===== src/rtl/alu_issue_if.sv =====
// Handshake and payload bundle between the issue front end, the decode stage and the ALU.
// The slave view belongs to the decode stage; the master view drives it.
interface alu_issue_if;
  logic        i_valid;
  logic        o_ready;
  logic [31:0] i_instr;
  logic [31:0] i_pc;
  logic [31:0] i_rs1_val;
  logic [31:0] i_rs2_val;
  logic        o_valid;
  logic        i_ready;
  logic [31:0] o_a;
  logic [31:0] o_b;
  logic [3:0]  o_op;
  logic [4:0]  o_rd;
  logic        o_illegal;

  modport slave (
    input  i_valid, i_instr, i_pc, i_rs1_val, i_rs2_val, i_ready,
    output o_ready, o_valid, o_a, o_b, o_op, o_rd, o_illegal
  );

  modport master (
    output i_valid, i_instr, i_pc, i_rs1_val, i_rs2_val, i_ready,
    input  o_ready, o_valid, o_a, o_b, o_op, o_rd, o_illegal
  );
endinterface


===== src/rtl/alu_issue.sv =====
// RV32I OP/OP-IMM/LUI/AUIPC decode into ALU operands, held in an output register
// plus one skid register so the upstream ready is purely registered.
module alu_issue (
  input  logic        i_clk,
  input  logic        i_rst_n,
  alu_issue_if.slave  bus
);

  localparam logic [3:0] OP_ADD  = 4'd0;
  localparam logic [3:0] OP_SUB  = 4'd1;
  localparam logic [3:0] OP_SLL  = 4'd2;
  localparam logic [3:0] OP_SLT  = 4'd3;
  localparam logic [3:0] OP_SLTU = 4'd4;
  localparam logic [3:0] OP_XOR  = 4'd5;
  localparam logic [3:0] OP_SRL  = 4'd6;
  localparam logic [3:0] OP_SRA  = 4'd7;
  localparam logic [3:0] OP_OR   = 4'd8;
  localparam logic [3:0] OP_AND  = 4'd9;

  localparam logic [6:0] OPC_OP    = 7'b0110011;
  localparam logic [6:0] OPC_OPIMM = 7'b0010011;
  localparam logic [6:0] OPC_LUI   = 7'b0110111;
  localparam logic [6:0] OPC_AUIPC = 7'b0010111;

  localparam logic [6:0] F7_BASE = 7'b0000000;
  localparam logic [6:0] F7_ALT  = 7'b0100000;

  typedef struct packed {
    logic [31:0] a;
    logic [31:0] b;
    logic [3:0]  op;
    logic [4:0]  rd;
    logic        ill;
  } entry_t;

  function automatic logic [3:0] f3_op(input logic [2:0] f3);
    logic [3:0] op;
    case (f3)
      3'b001:  op = OP_SLL;
      3'b010:  op = OP_SLT;
      3'b011:  op = OP_SLTU;
      3'b100:  op = OP_XOR;
      3'b101:  op = OP_SRL;
      3'b110:  op = OP_OR;
      3'b111:  op = OP_AND;
      default: op = OP_ADD;
    endcase
    return op;
  endfunction

  logic [6:0] opc;
  logic [2:0] f3;
  logic [6:0] f7;
  entry_t     dec;

  assign opc = bus.i_instr[6:0];
  assign f3  = bus.i_instr[14:12];
  assign f7  = bus.i_instr[31:25];

  always_comb begin
    dec     = '0;
    dec.op  = OP_ADD;
    dec.rd  = bus.i_instr[11:7];
    dec.ill = 1'b0;
    case (opc)
      OPC_OP: begin
        dec.a  = bus.i_rs1_val;
        dec.b  = bus.i_rs2_val;
        dec.op = f3_op(f3);
        if (f7 == F7_ALT) begin
          if (f3 == 3'b000)      dec.op  = OP_SUB;
          else if (f3 == 3'b101) dec.op  = OP_SRA;
          else                   dec.ill = 1'b1;
        end else if (f7 != F7_BASE) begin
          dec.ill = 1'b1;
        end
      end
      OPC_OPIMM: begin
        dec.a  = bus.i_rs1_val;
        dec.b  = {{20{bus.i_instr[31]}}, bus.i_instr[31:20]};
        dec.op = f3_op(f3);
        // Shifts take only the shamt; the upper immediate bits select SRL/SRA.
        if (f3 == 3'b001 || f3 == 3'b101) begin
          dec.b = {27'b0, bus.i_instr[24:20]};
          if (f3 == 3'b101 && f7 == F7_ALT) dec.op  = OP_SRA;
          else if (f7 != F7_BASE)           dec.ill = 1'b1;
        end
      end
      OPC_LUI: begin
        dec.a = '0;
        dec.b = {bus.i_instr[31:12], 12'b0};
      end
      OPC_AUIPC: begin
        dec.a = bus.i_pc;
        dec.b = {bus.i_instr[31:12], 12'b0};
      end
      default: dec.ill = 1'b1;
    endcase
    if (dec.ill) begin
      dec.a  = '0;
      dec.b  = '0;
      dec.op = OP_ADD;
      dec.rd = '0;
    end
  end

  entry_t or_q, or_d;
  entry_t sk_q, sk_d;
  logic   or_vld_q, or_vld_d;
  logic   sk_vld_q, sk_vld_d;
  logic   rdy_q, rdy_d;
  logic   acc, drn;

  assign acc = bus.i_valid && rdy_q;
  assign drn = or_vld_q && bus.i_ready;

  always_comb begin
    or_d     = or_q;
    sk_d     = sk_q;
    or_vld_d = or_vld_q;
    sk_vld_d = sk_vld_q;
    // With SK full, rdy_q is low, so a refill from SK never races a new accept.
    if (drn) begin
      if (sk_vld_q) begin
        or_d     = sk_q;
        sk_vld_d = 1'b0;
      end else if (acc) begin
        or_d = dec;
      end else begin
        or_vld_d = 1'b0;
      end
    end else if (acc) begin
      if (!or_vld_q) begin
        or_d     = dec;
        or_vld_d = 1'b1;
      end else begin
        sk_d     = dec;
        sk_vld_d = 1'b1;
      end
    end
    rdy_d = !sk_vld_d;
  end

  always_ff @(posedge i_clk) begin
    if (!i_rst_n) begin
      or_q     <= '0;
      sk_q     <= '0;
      or_vld_q <= 1'b0;
      sk_vld_q <= 1'b0;
      rdy_q    <= 1'b0;
    end else begin
      or_q     <= or_d;
      sk_q     <= sk_d;
      or_vld_q <= or_vld_d;
      sk_vld_q <= sk_vld_d;
      rdy_q    <= rdy_d;
    end
  end

  assign bus.o_ready   = rdy_q;
  assign bus.o_valid   = or_vld_q;
  assign bus.o_a       = or_q.a;
  assign bus.o_b       = or_q.b;
  assign bus.o_op      = or_q.op;
  assign bus.o_rd      = or_q.rd;
  assign bus.o_illegal = or_q.ill;

endmodule


===== src/flat_wrapper.sv =====
// flat-port wrapper written by rule: the top's interface ports become plain ports
module alu_issue_flat 
  (i_clk, i_rst_n, bus_i_valid, bus_i_instr, bus_i_pc, bus_i_rs1_val, bus_i_rs2_val, bus_i_ready, bus_o_ready, bus_o_valid, bus_o_a, bus_o_b, bus_o_op, bus_o_rd, bus_o_illegal);
  alu_issue_if bus_i ();
  input  logic i_clk;
  input  logic i_rst_n;
  input wire logic [$bits(bus_i.i_valid)-1:0] bus_i_valid;
  input wire logic [$bits(bus_i.i_instr)-1:0] bus_i_instr;
  input wire logic [$bits(bus_i.i_pc)-1:0] bus_i_pc;
  input wire logic [$bits(bus_i.i_rs1_val)-1:0] bus_i_rs1_val;
  input wire logic [$bits(bus_i.i_rs2_val)-1:0] bus_i_rs2_val;
  input wire logic [$bits(bus_i.i_ready)-1:0] bus_i_ready;
  output wire logic [$bits(bus_i.o_ready)-1:0] bus_o_ready;
  output wire logic [$bits(bus_i.o_valid)-1:0] bus_o_valid;
  output wire logic [$bits(bus_i.o_a)-1:0] bus_o_a;
  output wire logic [$bits(bus_i.o_b)-1:0] bus_o_b;
  output wire logic [$bits(bus_i.o_op)-1:0] bus_o_op;
  output wire logic [$bits(bus_i.o_rd)-1:0] bus_o_rd;
  output wire logic [$bits(bus_i.o_illegal)-1:0] bus_o_illegal;
  assign bus_i.i_valid = bus_i_valid;
  assign bus_i.i_instr = bus_i_instr;
  assign bus_i.i_pc = bus_i_pc;
  assign bus_i.i_rs1_val = bus_i_rs1_val;
  assign bus_i.i_rs2_val = bus_i_rs2_val;
  assign bus_i.i_ready = bus_i_ready;
  assign bus_o_ready = bus_i.o_ready;
  assign bus_o_valid = bus_i.o_valid;
  assign bus_o_a = bus_i.o_a;
  assign bus_o_b = bus_i.o_b;
  assign bus_o_op = bus_i.o_op;
  assign bus_o_rd = bus_i.o_rd;
  assign bus_o_illegal = bus_i.o_illegal;
  alu_issue u_core (.i_clk(i_clk), .i_rst_n(i_rst_n), .bus(bus_i));
endmodule

===== config.mk =====
export PLATFORM = sky130hd
export DESIGN_NAME = alu_issue_flat
export DESIGN_NICKNAME = d
export VERILOG_FILES = /design/src/rtl/alu_issue_if.sv /design/src/rtl/alu_issue.sv /design/src/flat_wrapper.sv
export SDC_FILE = /design/constraint.sdc
export NUM_CORES = 1
export LEC_CHECK = 0
export BUFFER_PORTS_ARGS = -buffer_cell sky130_fd_sc_hd__clkbuf_2
export CAP_MARGIN = 40
export CORE_ASPECT_RATIO = 1.1
export CORE_MARGIN = 2
export CORE_UTILIZATION = 52
export DETAILED_ROUTE_END_ITERATION = 10
export PLACE_DENSITY_LB_ADDON = 0.05
export SYNTH_ARGS = -nofsm -noshare
export SYNTH_HDL_FRONTEND = slang
export SYNTH_SLANG_ARGS = --single-unit
export TNS_END_PERCENT = 100

===== constraint.sdc =====
create_clock -name i_clk -period 2.7 [get_ports i_clk]
set_clock_uncertainty 0.1 [all_clocks]
set_input_delay 0.54 -clock i_clk [delete_from_list [all_inputs] [get_ports i_clk]]
set_output_delay 0.54 -clock i_clk [all_outputs]
set_load 0.01 [all_outputs]

### Yosys cells after proc, flatten, opt, wreduce, memory -nomap -nowiden

Index checks and enable logic that the tools add are counted.

* bits of input ports: 132
* memories: 0
* bits in latches: 0
* memory bits (read-only): 0
* output and inout bits: 76
* bits in writable memories: 0
* register bits: 151

* order comparisons: 0
* multipliers: 0
* divide/modulo/power cells: 0
* $add $sub $neg: 0
* shift-type cells: 0
* bitwise operators: 1
* equal/unequal tests: 15
* reduce and logical (&&, ||, !) cells: 13
* multiplexer cells: 28

Operators by type and width (count)
* 2-to-1 mux 74 bit: 5
* case mux 64 bit (4 select lines): 1
* 2-to-1 mux 73 bit: 1
* 2-to-1 mux 36 bit: 1
* case mux 4 bit (7 select lines): 1
* == test 7 x 6 -> 1 bit (second input constant): 3
* 2-to-1 mux 4 bit: 4
* == test 7 x 5 -> 1 bit (second input constant): 2
* 2-to-1 mux 1 bit: 13
* == test 3 bit (second input constant): 4
* AND reduction 3 bit: 3
* case mux 4 bit (2 select lines): 1
* nonzero test 7 bit: 1
* == test 3 x 2 -> 1 bit (second input constant): 2
* != test 2 bit (second input constant): 3
* nonzero test 2 bit: 2
* == test 3 x 1 -> 1 bit (second input constant): 1
* logical AND 1 bit: 3
* logical NOT 3 bit: 1
* case mux 1 bit (3 select lines): 1
* OR reduction 2 bit: 1
* logical NOT 1 bit: 1
* logical OR 1 bit: 1
* inverter 1 bit: 1

### Longest topological paths before layout

* depth after elaboration: 10
* depth in mapped cells: 9

### Worst setup path after synthesis

Ideal clock, no wire load.

* path type: input-to-reg
* from: in bus_i_instr[25]
* to: reg u_core.or_q (netlist bit u_core.bus.o_b[29])
* setup time: 65 ps
* setup slack: 503 ps
* cell stages on the path: 8
* data arrival time: 2033 ps
* data required time: 2535 ps
* cell sequence: nor4_2 > a31oi_1 > o22a_1 > a211oi_2 > buf_6 > buf_6 > a221oi_1 > nor2_1

* cells in the longest elaborated chain, start to end: 9
* elaborated cells on any way between the ends: 14

Ends and longest elaborated chain
* from (decl): line flat_wrapper.sv:8 `input wire logic [$bits(bus_i.i_instr)-1:0] bus_i_instr;`
* nonzero test 7 bit or == test 7 x 6 -> 1 bit (tied branches)
* 2-to-1 mux 1 bit or logical AND 1 bit (tied branches): line alu_issue.sv:74, alu_issue.sv:86, alu_issue.sv:85
* 2-to-1 mux 1 bit: line alu_issue.sv:85 `if (f3 == 3'b101 && f7 == F7_ALT) dec.op = OP_SRA;`
* 2-to-1 mux 1 bit: line alu_issue.sv:83 `if (f3 == 3'b001 || f3 == 3'b101) begin`
* case mux 1 bit (3 select lines) *: line alu_issue.sv:65 `case (opc)`
* 2-to-1 mux 73 bit *: line alu_issue.sv:99 `if (dec.ill) begin`
* 2-to-1 mux 74 bit, on equally long branches: line alu_issue.sv:133, alu_issue.sv:127
* 2-to-1 mux 74 bit, on equally long branches: line alu_issue.sv:132, alu_issue.sv:124
* 2-to-1 mux 74 bit *: line alu_issue.sv:123 `if (drn) begin`
* to (signal assigned): line alu_issue.sv:152 `or_q <= or_d;`
* to (decl): line alu_issue.sv:107 `entry_t or_q, or_d;`

Every way passes the cells marked *; elsewhere a longest branch is shown, timed or not. The select of a mux whose other input is x is not followed.
A chain may end at the register's enable or synchronous reset.

### Worst setup path after layout

* from: in bus_i_instr[25]
* to: reg u_core.or_q (netlist bit u_core.bus.o_illegal)

* cells in the longest elaborated chain, start to end: 8
* elaborated cells on any way between the ends: 13

Ends and longest elaborated chain (line)
* nonzero test 7 bit or == test 7 x 6 -> 1 bit (tied branches)
* 2-to-1 mux 1 bit or logical AND 1 bit (tied branches): alu_issue.sv:74, alu_issue.sv:86, alu_issue.sv:85
* 2-to-1 mux 1 bit: alu_issue.sv:85
* 2-to-1 mux 1 bit: alu_issue.sv:83
* case mux 1 bit (3 select lines) *: alu_issue.sv:65
* 2-to-1 mux 74 bit, on equally long branches: alu_issue.sv:133, alu_issue.sv:127
* 2-to-1 mux 74 bit, on equally long branches: alu_issue.sv:132, alu_issue.sv:124
* 2-to-1 mux 74 bit *: alu_issue.sv:123

Marked as above.

==> results_dict.tcl <==
set metrics [dict create \
    hold_viol_final 0 \
    reg2reg_from "u_core.bus.o_valid" \
    drt_drc_violations_left 0 \
    ys_seq_area_share_pct 43.19 \
    wl_um 21780 \
    coreArea_mm2 0.01316 \
    grt_antenna_before_repair 0 \
    min_to "u_core.bus.o_rd[3]" \
    cts_setup_buffers 0 \
    cts.clk_slew.worst_paths_ns 0.06 \
    synth_area_leaders "dfxtp_1 43%, a221oi_1 11%, a21boi_0 6.8%" \
    clk_path_buf_depth 2 \
    setup_tns_ns 0 \
    cp_data_arrival_time_ns 2.41 \
    finalMaxSlewViolations 0 \
    h-tree-depth 4 \
    grt-ovfl-total 0 \
    end_kind "flop" \
    period_needed_ns 2.193 \
    postCtsHoldBufs 0 \
    worst_slew_pin_slew_ns 0.6465 \
    synth_cell_types 36 \
    cts_tree "yes" \
    power.internal_uw 3921 \
    yosys_warnings 0 \
    yosys.area.top_type_share_pct 43.19 \
    yosys.area.top_type "dfxtp_1" \
    vdd_drop_max_mv 0.3797 \
    synth_seq_cells 151 \
    synthCells 879 \
    final_core_util_pct 66.69 \
    antenna_left 0 \
    worstHoldPathCells 3 \
    grt_pass1_wl_um 35020 \
    syn_area_per_cell_um2 7.963 \
    fp.dieW_um 114.6 \
    root_buffer "clkbuf_16" \
    p_seq_share_pct 45.0 \
    cts_buffers 17 \
    insertion_delay_ns 0.42 \
    avgRoutedWirePerCell_um 17.87 \
    layout.nets 1180 \
    pin_count 208 \
    port_buffers 207 \
    dpl.hpwl_um 13980 \
    post_cts_resize_count 0 \
    post-route-period-util_pct 81.22 \
    drive_gt1_share_pct 26.09 \
    ff2ff_setup_slack_ns 0.65 \
    rows 44 \
    rsz0062_at_grt "no" \
    grt_max_degree 61 \
    critPathKind "input pin to flop" \
    grt_pass1_vias 6770 \
    syn_area_mm2 0.006999 \
    hp-class "input pin to flop" \
    relSlewSlack_pct 56.85 \
    synth_nets 1011 \
    sw_frac_of_total_pct 24.94 \
    floorplan.initialDensity_pct 53.20 \
    cp-start-kind "input pin" \
    antennaDiodeCount 0 \
    cp_max_fo 44 \
    power_frac_comb_pct 12.4 \
    die_area_mm2 0.01441 \
    reg2regPathDepth 6 \
    gp_congestion 0.9203 \
    cp.required_ns 2.92 \
    maxCapViolCount 0 \
    fmax_mhz 456.0 \
    cts_sinks 151 \
    reg2reg_to "u_core.sk_q[57]" \
    routed_via_density 6.039 \
    power_density_mw_per_mm2 595.4 \
    area.growth.synth_to_final_pct 25.37 \
    track_usage_pct 30.22 \
    p_leak_uw 0.003634 \
    num_vias 7361 \
    die_y_um 125.7 \
    power.total_uw 5224 \
    drt_iter0_drc 736 \
    clockPowerShare_pct 42.6 \
    status "completed" \
    min-delay-start "bus_i_instr[10]" \
    setup_viol 0 \
    p_sw_uw 1303 \
    drt-pass1-iter-count 5 \
]
-- per-layer routing --
layer	vias up	track usage, %	routed length [µm]	part of all wire, %
li1	3528	-	-	-
met5	-	0	0	0
met2	324	48.07	10210	47
met1	3481	41.37	9463	43
met3	28	7.122	1774	8.1
met4	0	7.891	328	1.5
-- sequential cells by signal, summed over array words and instances (netlist names) --
signal	cells
u_core.bus.o_a	32
u_core.bus.o_b	32
u_core.bus.o_illegal	1
u_core.bus.o_op	4
u_core.bus.o_rd	5
u_core.bus.o_ready	1
u_core.bus.o_valid	1
u_core.sk_q	74
u_core.sk_vld_q	1
-- per-stage QoR --
step | cells | area [µm²] | setup WS (ns) | hold slack, ns
final | 1219 | 8775 | 0.5072 | 0.3077
after global routing | 1219 | 8775 | 0.3474 | 0.3148
after CTS | 1219 | 8775 | 0.5377 | 0.3000
after detailed placement | 1190 | 8233 | 0.1118 | 0.3469
after global placement | 1189 | 8218 | 0.1480 | 0.3385
after floorplan | 879 | 6999 | 0.5027 | 0.3251
-- cell type report --
| type | instances | area, µm² |
|---|---|---|
| clock inverters | 3 | 42.54 |
| repair buffers | 239 | 1349 |
| flip-flops and latches | 151 | 3023 |
| well taps | 161 | 201.4 |
| clock buffers | 26 | 499.2 |
| multi-input cells | 618 | 3581 |
| inverters | 21 | 78.83 |
| fillers | 1187 | 4383 |
-- synth_stat cells (all sizes together) --
cell type	n
nor3	3
o22ai	1
inv	21
dfxtp	151
a21boi	63
nand4	3
a221oi	90
a211oi	2
o22a	1
o21ai	84
nor2	124
nand3	67
a21o	1
nand2b	3
a22o	1
nand3b	1
a21oi	13
mux2i	4
a22oi	38
nor2b	8
nor4	2
a32oi	6
or4b	2
and2	3
xnor2	1
nand2	94
clkbuf	69
or4	1
a31oi	2
buf	20
-- placed cells by master, fill, tap and decap left out, types with 2 or more instances in the layout --
| cell type | Yosys | routed |
|---|---|---|
| mux2i_1 | 4 | 4 |
| clkbuf_2 | 0 | 206 |
| nor2_1 | 124 | 121 |
| buf_4 | 0 | 27 |
| nand4_1 | 3 | 3 |
| a21oi_2 | 2 | 2 |
| o21ai_0 | 84 | 84 |
| a22oi_1 | 38 | 38 |
| inv_1 | 20 | 20 |
| a21boi_0 | 63 | 63 |
| nor2b_1 | 8 | 7 |
| nand3_1 | 67 | 66 |
| nand2_1 | 94 | 93 |
| a221oi_1 | 90 | 90 |
| clkbuf_16 | 0 | 17 |
| nand2b_1 | 3 | 3 |
| clkbuf_8 | 0 | 4 |
| nor2_4 | 0 | 2 |
| clkbuf_1 | 69 | 5 |
| and2_1 | 3 | 3 |
| a21oi_1 | 11 | 10 |
| or4b_1 | 2 | 2 |
| dfxtp_1 | 151 | 151 |
| a32oi_1 | 6 | 6 |
| nor3_1 | 3 | 3 |
| buf_12 | 0 | 5 |
| a31oi_1 | 2 | 2 |
-- worst max-delay path by stage --
stage	startpoint	endpoint	slack, ns
final	bus_i_instr[25]	u_core.bus.o_illegal	0.51
after global placement	bus_i_instr[25]	u_core.bus.o_illegal	0.15
after global routing	bus_i_instr[25]	u_core.bus.o_illegal	0.35
after CTS	bus_i_instr[25]	u_core.bus.o_illegal	0.54
after detailed placement	bus_i_instr[25]	u_core.bus.o_illegal	0.11
after floorplan	bus_i_instr[25]	u_core.bus.o_b[29]	0.50
-- power groups by stage --
stage	clock network [µW]	registers [µW]	logic [µW]
3_5_place_dp	0	2390	643
3_3_place_gp	0	2400	638
5_1_grt	2350	2360	717
6_report	2220	2350	650
4_1_cts	2240	2350	647
2_1_floorplan	0	2430	309
-- cell families (layout without fill, tap and decap cells) --
group	after synthesis	in the layout	share of synthesized area [%]
and+or+nand+nor	311	311	18.98
AOI/OAI and AO/OA	302	302	30.80
DFF	151	151	43.19
buffers and inverters	110	289	6.328
muxes	4	4	0.5721
xor gates and xnor gates	1	1	0.1252
-- critical path, stage by stage --
cell and delay, ns:
clkbuf_2 0.12, nor4_2 0.36, a31oi_1 0.16, o22a_1 0.32, a211oi_4 0.34, buf_12 0.28, o21ai_0 0.11, and2_1 0.16
(Power assumes the default switching activity.)
